==> src/rtl/ibuffer_warp_fifo_if.sv <==
// Decode-to-instruction-buffer bundle: two decode lanes in, per-warp head/back-pressure out.
// master = decode/fetch/issue side, slave = the instruction buffer.
interface ibuffer_warp_fifo_if #(
    parameter int NWARP = 8
);
    logic [NWARP-1:0]    Valid_IF_ID0_IB;
    logic [NWARP-1:0]    Valid_IF_ID1_IB;
    logic [31:0]         Instr_ID0_IB;
    logic [31:0]         Instr_ID1_IB;
    logic [4:0]          Dst_ID0_IB;
    logic [4:0]          Dst_ID1_IB;
    logic [14:0]         Ctrl_ID0_IB;
    logic [14:0]         Ctrl_ID1_IB;
    logic [NWARP-1:0]    Flush_IB;
    logic [NWARP-1:0]    Grant_IB;
    logic [NWARP-1:0]    Head_Valid_IB;
    logic [NWARP*52-1:0] Head_Data_IB;
    logic [NWARP-1:0]    Full_IB_IF;
    logic                Overflow_IB;

    modport master (
        output Valid_IF_ID0_IB, Valid_IF_ID1_IB, Instr_ID0_IB, Instr_ID1_IB,
               Dst_ID0_IB, Dst_ID1_IB, Ctrl_ID0_IB, Ctrl_ID1_IB, Flush_IB, Grant_IB,
        input  Head_Valid_IB, Head_Data_IB, Full_IB_IF, Overflow_IB
    );

    modport slave (
        input  Valid_IF_ID0_IB, Valid_IF_ID1_IB, Instr_ID0_IB, Instr_ID1_IB,
               Dst_ID0_IB, Dst_ID1_IB, Ctrl_ID0_IB, Ctrl_ID1_IB, Flush_IB, Grant_IB,
        output Head_Valid_IB, Head_Data_IB, Full_IB_IF, Overflow_IB
    );
endinterface

==> src/rtl/ibuffer_warp_fifo.sv <==
// Eight independent per-warp instruction FIFOs fed by two decode lanes (ID0 older than ID1).
// Optional IB_BYPASS_EN: an empty warp presents its incoming entry combinationally.
module ibuffer_warp_fifo #(
    parameter int DEPTH = 4,
    parameter int NWARP = 8
) (
    input logic           clk,
    input logic           rst,
    ibuffer_warp_fifo_if.slave ib
);
    localparam int PW = $clog2(DEPTH);
    localparam int CW = PW + 1;

    typedef struct packed {
        logic [31:0] instr;
        logic [4:0]  dst;
        logic [14:0] ctrl;
    } ib_entry_t;

    ib_entry_t ent0, ent1;
    logic      noop0, noop1;
    logic [NWARP-1:0]    drop;
    logic [NWARP-1:0]    head_vld;
    logic [NWARP-1:0]    full;
    logic [NWARP*52-1:0] head_dat;
    logic                overflow;

    assign ent0  = '{instr: ib.Instr_ID0_IB, dst: ib.Dst_ID0_IB, ctrl: ib.Ctrl_ID0_IB};
    assign ent1  = '{instr: ib.Instr_ID1_IB, dst: ib.Dst_ID1_IB, ctrl: ib.Ctrl_ID1_IB};
    assign noop0 = ib.Ctrl_ID0_IB[4];
    assign noop1 = ib.Ctrl_ID1_IB[4];

    genvar w;
    for (w = 0; w < NWARP; w++) begin : g_warp
        ib_entry_t     mem [DEPTH];
        logic [PW-1:0] rptr, wptr;
        logic [CW-1:0] cnt;
        logic          wr0, wr1, acc0, acc1, st0, st1, pop, empty;

        assign wr0   = ib.Valid_IF_ID0_IB[w] && !noop0;
        assign wr1   = ib.Valid_IF_ID1_IB[w] && !noop1;
        assign empty = (cnt == '0);

        // Space is judged on the pre-cycle count; ID1 needs a second slot only when ID0 also lands here.
        assign acc0 = wr0 && (cnt < CW'(DEPTH));
        assign acc1 = wr1 && (wr0 ? (cnt < CW'(DEPTH - 1)) : (cnt < CW'(DEPTH)));
        assign drop[w] = !ib.Flush_IB[w] && ((wr0 && !acc0) || (wr1 && !acc1));
        assign pop  = ib.Grant_IB[w] && !empty;

`ifdef IB_BYPASS_EN
        logic byp_vld, byp_take;
        assign byp_vld  = empty && (wr0 || wr1) && !ib.Flush_IB[w] && !rst;
        assign byp_take = byp_vld && ib.Grant_IB[w];
        // A granted bypass entry is the oldest incoming one and is never stored.
        assign st0 = acc0 && !byp_take;
        assign st1 = acc1 && !(byp_take && !wr0);
        assign head_vld[w] = !empty || byp_vld;
        assign head_dat[52*w +: 52] = empty ? (wr0 ? ent0 : ent1) : mem[rptr];
`else
        assign st0 = acc0;
        assign st1 = acc1;
        assign head_vld[w] = !empty;
        assign head_dat[52*w +: 52] = mem[rptr];
`endif

        assign full[w] = (cnt >= CW'(DEPTH - 1));

        always_ff @(posedge clk) begin
            if (rst || ib.Flush_IB[w]) begin
                rptr <= '0;
                wptr <= '0;
                cnt  <= '0;
            end else begin
                wptr <= wptr + PW'(st0) + PW'(st1);
                rptr <= rptr + PW'(pop);
                cnt  <= cnt + CW'(st0) + CW'(st1) - CW'(pop);
            end
        end

        always_ff @(posedge clk) begin
            if (!rst && !ib.Flush_IB[w]) begin
                if (st0) mem[wptr] <= ent0;
                if (st1) mem[wptr + PW'(st0)] <= ent1;
            end
        end
    end

    always_ff @(posedge clk) begin
        if (rst)        overflow <= 1'b0;
        else if (|drop) overflow <= 1'b1;
    end

    assign ib.Head_Valid_IB = head_vld;
    assign ib.Head_Data_IB  = head_dat;
    assign ib.Full_IB_IF    = full;
    assign ib.Overflow_IB   = overflow;
endmodule
==> src/flat_wrapper.sv <==
// flat-port wrapper written by rule: the top's interface ports become plain ports
module ibuffer_warp_fifo_flat 
#(
    parameter int DEPTH = 4,
    parameter int NWARP = 8
)
  (clk, rst, ib_Valid_IF_ID0_IB, ib_Valid_IF_ID1_IB, ib_Instr_ID0_IB, ib_Instr_ID1_IB, ib_Dst_ID0_IB, ib_Dst_ID1_IB, ib_Ctrl_ID0_IB, ib_Ctrl_ID1_IB, ib_Flush_IB, ib_Grant_IB, ib_Head_Valid_IB, ib_Head_Data_IB, ib_Full_IB_IF, ib_Overflow_IB);
  ibuffer_warp_fifo_if #(.NWARP(NWARP)) ib_i ();
  input logic clk;
  input logic rst;
  input wire logic [$bits(ib_i.Valid_IF_ID0_IB)-1:0] ib_Valid_IF_ID0_IB;
  input wire logic [$bits(ib_i.Valid_IF_ID1_IB)-1:0] ib_Valid_IF_ID1_IB;
  input wire logic [$bits(ib_i.Instr_ID0_IB)-1:0] ib_Instr_ID0_IB;
  input wire logic [$bits(ib_i.Instr_ID1_IB)-1:0] ib_Instr_ID1_IB;
  input wire logic [$bits(ib_i.Dst_ID0_IB)-1:0] ib_Dst_ID0_IB;
  input wire logic [$bits(ib_i.Dst_ID1_IB)-1:0] ib_Dst_ID1_IB;
  input wire logic [$bits(ib_i.Ctrl_ID0_IB)-1:0] ib_Ctrl_ID0_IB;
  input wire logic [$bits(ib_i.Ctrl_ID1_IB)-1:0] ib_Ctrl_ID1_IB;
  input wire logic [$bits(ib_i.Flush_IB)-1:0] ib_Flush_IB;
  input wire logic [$bits(ib_i.Grant_IB)-1:0] ib_Grant_IB;
  output wire logic [$bits(ib_i.Head_Valid_IB)-1:0] ib_Head_Valid_IB;
  output wire logic [$bits(ib_i.Head_Data_IB)-1:0] ib_Head_Data_IB;
  output wire logic [$bits(ib_i.Full_IB_IF)-1:0] ib_Full_IB_IF;
  output wire logic [$bits(ib_i.Overflow_IB)-1:0] ib_Overflow_IB;
  assign ib_i.Valid_IF_ID0_IB = ib_Valid_IF_ID0_IB;
  assign ib_i.Valid_IF_ID1_IB = ib_Valid_IF_ID1_IB;
  assign ib_i.Instr_ID0_IB = ib_Instr_ID0_IB;
  assign ib_i.Instr_ID1_IB = ib_Instr_ID1_IB;
  assign ib_i.Dst_ID0_IB = ib_Dst_ID0_IB;
  assign ib_i.Dst_ID1_IB = ib_Dst_ID1_IB;
  assign ib_i.Ctrl_ID0_IB = ib_Ctrl_ID0_IB;
  assign ib_i.Ctrl_ID1_IB = ib_Ctrl_ID1_IB;
  assign ib_i.Flush_IB = ib_Flush_IB;
  assign ib_i.Grant_IB = ib_Grant_IB;
  assign ib_Head_Valid_IB = ib_i.Head_Valid_IB;
  assign ib_Head_Data_IB = ib_i.Head_Data_IB;
  assign ib_Full_IB_IF = ib_i.Full_IB_IF;
  assign ib_Overflow_IB = ib_i.Overflow_IB;
  ibuffer_warp_fifo #(.DEPTH(DEPTH), .NWARP(NWARP)) u_core (.clk(clk), .rst(rst), .ib(ib_i));
endmodule
==> config.mk <==
export PLATFORM = sky130hd
export DESIGN_NAME = ibuffer_warp_fifo_flat
export DESIGN_NICKNAME = d
export VERILOG_FILES = /design/src/rtl/ibuffer_warp_fifo_if.sv /design/src/rtl/ibuffer_warp_fifo.sv /design/src/flat_wrapper.sv
export SDC_FILE = /design/constraint.sdc
export NUM_CORES = 2
export LEC_CHECK = 0
export ABC_CLOCK_PERIOD_IN_PS = 11700
export BUFFER_PORTS_ARGS = -buffer_cell sky130_fd_sc_hd__clkbuf_2
export CAP_MARGIN = 20
export CORE_ASPECT_RATIO = 1.25
export CORE_UTILIZATION = 43
export CTS_CLUSTER_DIAMETER = 30
export DETAILED_ROUTE_END_ITERATION = 10
export HOLD_SLACK_MARGIN = 0.08
export SLEW_MARGIN = 20
export SYNTH_ARGS = -nofsm -noshare
export SYNTH_HDL_FRONTEND = slang
export SYNTH_SLANG_ARGS = --single-unit
==> constraint.sdc <==
create_clock -name clk -period 11.7 [get_ports clk]
set_clock_uncertainty 0.2 [all_clocks]
set_input_delay 0.585 -clock clk [delete_from_list [all_inputs] [get_ports clk]]
set_output_delay 0.585 -clock clk [all_outputs]
set_load 0.05 [all_outputs]
==> summary.txt <==
Synth
  – Top cell type's share of synthesized area: 58.4%
  – Portion of the post-synthesis area used by sequential elements: 59.8%
  – Syn Nets: 5021
  – Area contributors post-synth: sky130_fd_sc_hd__edfxtp_1 58%, sky130_fd_sc_hd__mux2_2 18%, sky130_fd_sc_hd__mux4_2 11%
  – Area of the mapped netlist: 0.0855 mm²
  – Synthesized instance count: 4827
  – Ys flop type: sky130_fd_sc_hd__edfxtp_1
  – Most instantiated cells after synthesis: 1664 x sky130_fd_sc_hd__edfxtp_1, 1376 x sky130_fd_sc_hd__mux2_2, 416 x sky130_fd_sc_hd__mux4_2, 365 x sky130_fd_sc_hd__clkbuf_1, 256 x sky130_fd_sc_hd__mux2_1
  – Cell taking the most area after synthesis: sky130_fd_sc_hd__edfxtp_1
  – Number of flops mapped to enable cells by yosys: 1664
  – Async S/R FF share, synth: 0%
  – Simple-gate share of the synthesized area: 2.07%
  – Synth Area in Adders: 0.960%
  – Avg Synthesized Cell Area: 17.7 µm²
  – Mux cell area share after synthesis: 32.5%
  – Largest family of logic cells by synthesized area: multiplexers
  – Total of warnings raised by yosys: 0
  – Flip-flop and latch count after synthesis: 1721
  – Most frequently used cell type in the post-synthesis netlist: sky130_fd_sc_hd__edfxtp_1
  – Compound-gate portion of the synthesized area: 0.479%
  – Share of the synthesized netlist area taken by xor and xnor gates: 0.410%
  – Number of distinct library cells after synthesis: 50

Floorplanning
  – DIE AREA: 0.201 mm²
  – Initial Utilization: 43.4%
  – Core area: 0.197 mm²
  – Total I/O pin count: 571
  – Rows: 182
  – Die Width: 401 µm
  – Die boundary height: 501 µm

Pwr
  – Lkg Pwr: 35.1 nW
  – Portion of total power attributed to the clock network: 56.2%
  – Power density relative to cell area: 194 mW/mm²
  – Internal power: 0.0153 W
  – Register share of total power: 34.9%
  – VDD IR-drop max: 0.184 mV
  – Comb pwr share: 8.9%
  – Switch share: 23.9%
  – Switching Power: 0.00478 W

STA
  – RSZ-0062 raised after global routing: no
  – Final hold vios: 0
  – Peak Freq: 0.219 GHz
  – Slew @ Worst Pin: 1200 ps
  – Share of the cycle needed by the critical path after routing: 39.0%
  – Pins Over Slew Limit: 0
  – Relative slew slack: 20.2%
  – Post-route setup TNS: 0 ps
  – Post-layout min period: 4560 ps
  – Setup-violating endpoint count in the final report: 0

Setup path
  – Largest fanout on the critical path: 28
  – CP endpoint kind: flop
  – Delay contributed by the slowest stage of the critical path: 650 ps
  – Data required time at the worst endpoint: 12030 ps
  – Type of the worst setup path: flop to flop
  – Gate family responsible for the most delay along the worst path: buffers and inverters
  – Worst setup SP type: flop
  – Count of buffer and inverter cells on the critical path: 3
  – Critical path arrival: 4890 ps
  – Dominant cell type by count on the critical path: sky130_fd_sc_hd__buf_4
  – CP max stage cell: sky130_fd_sc_hd__buf_4
  – Chain of cells forming the critical path: nor3b_1 > ha_1 > nor3_4 > nand3_4 > buf_4 > o31ai_4 > buf_4 > buf_4

Clocking
  – Level count of the clock H-tree: 5
  – CTS root buf: sky130_fd_sc_hd__clkbuf_16
  – Clock sinks: 1721
  – Clock Path Buffers: 4
  – Clock slew at reported path FFs: 40 ps
  – Clock latency on the worst-skew pair: 970 ps
  – CTS tree: done
  – Number of CTS-inserted buffers: 393

Placement
  – Cell area after placement: 0.0898 mm²
  – IO Port Bufs: 570
  – Hpwl dp: 174 mm
  – Cell count after placement: 7485
  – Routability-driven placement congestion ratio: 0.846

Cells and area
  – Number of nets at the end of the flow: 5520
  – Cell area after layout: 0.104 mm²
  – Post-route core utilization: 52.5%
  – Synth-to-Final Area Change: 21.1%
  – Layout cell share with drive strength beyond 1: 56.3%
  – Register area: 0.0512 mm²
  – Fill count: 16.0k
  – Fin cells: 8222
  – Area occupied by multi-input gates: 0.0315 mm²

Run status
  – Run status: complete, no violations

Detailed routing
  – Via density per instance: 6.12
  – Number of iterations in the first detailed-routing pass: 5
  – Vias: 50.3k
  – Average wire per cell in the routed design: 35.6 µm
  – DR iter-0 viols: 5579
  – Post-route antenna net violation count: 0
  – DRC violations left: 0
  – Detailed Route WL: 293 mm

Global routing
  – GRT overflow: 0
  – Aggregate global-route resource usage: 28.8%
  – Number of global-route vias before repair: 51.1k
  – Largest net degree at the start of global routing: 54
  – Global-route wire length before repair: 404 mm
  – Initial antenna violation count: 41

Flow run
  – Max-cap violations: 0

Worst hold path
  – Class of the tightest hold or removal check: input port to flop
[tightest hold or removal path, cell delays in order]
cell and delay [ps]:
sky130_fd_sc_hd__clkbuf_2 100, sky130_fd_sc_hd__nand2b_1 170, sky130_fd_sc_hd__nor2_1 110, sky130_fd_sc_hd__inv_1 100, sky130_fd_sc_hd__fa_1 160, sky130_fd_sc_hd__nor2_1 40
[per-layer routing]
layer / global-route usage, % / up-vias / part of all wire [%]
met5: 0 / - / 0.074
met3: 8.71 / 427 / 11
li1: - / 20300 / -
met2: 43.7 / 2702 / 45
met4: 7.91 / 14 / 2.4
met1: 40.3 / 26900 / 42
[metrics by stage]
| step | setup slack, ps | power, W | hold slack, ps |
|---|---|---|---|
| 3_5_place_dp | 6490 | 0.00887 | 455 |
| 2_1_floorplan | 4540 | 0.00831 | 349 |
| 3_3_place_gp | 6560 | 0.00884 | 447 |
| 4_1_cts | 7110 | 0.0201 | 80.4 |
| 5_1_grt | 7020 | 0.0205 | 138 |
| 6_report | 7140 | 0.0200 | 138 |
[power by group through the flow]
stage	sequential (W)	combinational (W)	clock, W
after CTS	0.00699	0.00178	0.0114
final	0.00699	0.00178	0.0113
after detailed placement	0.00710	0.00177	0
after global routing	0.00699	0.00187	0.0117
after global placement	0.00709	0.00174	0
after floorplan	0.00706	0.00125	0
[cell families after synthesis]
| group | after synthesis |
|---|---|
| muxes | 2048 |
| DFF | 1721 |
| buffers and inverters | 641 |
| and+or+nand+nor | 262 |
| AOI/OAI and AO/OA | 59 |
| adders and majority gates | 56 |
| xor gates and xnor gates | 40 |
[area by class of cell]
class	count	area share, %
Tap cell	2576	3.11
Sequential cell	1721	49.4
Clock buffer	441	9.79
Timing Repair Buffer	686	3.78
Clock inverter	266	3.24
Multi-Input combinational cell	2465	30.4
Antenna cell	8	0.0193
Inverter	59	0.214
[flip-flops by register name, summed over array words and instances (netlist names)]
signal,count
u_core.g_warp.rptr,16
u_core.g_warp.cnt,24
u_core.g_warp.wptr,16
u_core.g_warp.mem,1664
u_core.ib.Overflow_IB,1
[layout by cell type, fill, tap and decap left out, drive strengths merged, types with 3 or more instances in the layout]
| cell | count |
|---|---|
| a221oi | 4 |
| edfxtp | 1664 |
| nand3 | 32 |
| dfxtp | 57 |
| nand3b | 5 |
| nor3 | 25 |
| bufinv | 73 |
| diode | 8 |
| ha | 40 |
| fa | 16 |
| a21o | 7 |
| clkinvlp | 38 |
| inv | 69 |
| clkinv | 145 |
| nor2 | 59 |
| or2 | 8 |
| dlygate4sd3 | 22 |
| clkbuf | 1011 |
| o21bai | 3 |
| mux2 | 1632 |
| nor3b | 7 |
| nand2 | 28 |
| nand4b | 4 |
| o31ai | 7 |
| o21ai | 18 |
| a21oi | 3 |
| xnor2 | 32 |
| xor2 | 8 |
| mux4 | 416 |
| nand2b | 9 |
| and2 | 56 |
| a31oi | 4 |
| buf | 94 |
| nor2b | 28 |
| a31o | 10 |
[what timing repair did]
item | 4_1_cts | 5_1_grt
hold buffers | 22 | 0
gates resized for setup | 0 | 0
buffers inserted | 0 | 0
hold endpoints to repair | 51 | 0
[worst paths after layout]
path                           startpoint                           to  slack, ps  depth (start not counted)
setup / recovery  u_core.g_warp[5].cnt[2]  u_core.g_warp[5].mem[0][32]       7140                          8
hold reg to reg   u_core.g_warp[6].cnt[1]      u_core.g_warp[6].cnt[2]        460                          3
setup reg to reg  u_core.g_warp[5].cnt[2]  u_core.g_warp[5].mem[0][32]       7140                          8
hold / removal      ib_Valid_IF_ID1_IB[3]      u_core.g_warp[3].cnt[0]        140                          6
(Power assumes the default switching activity.)
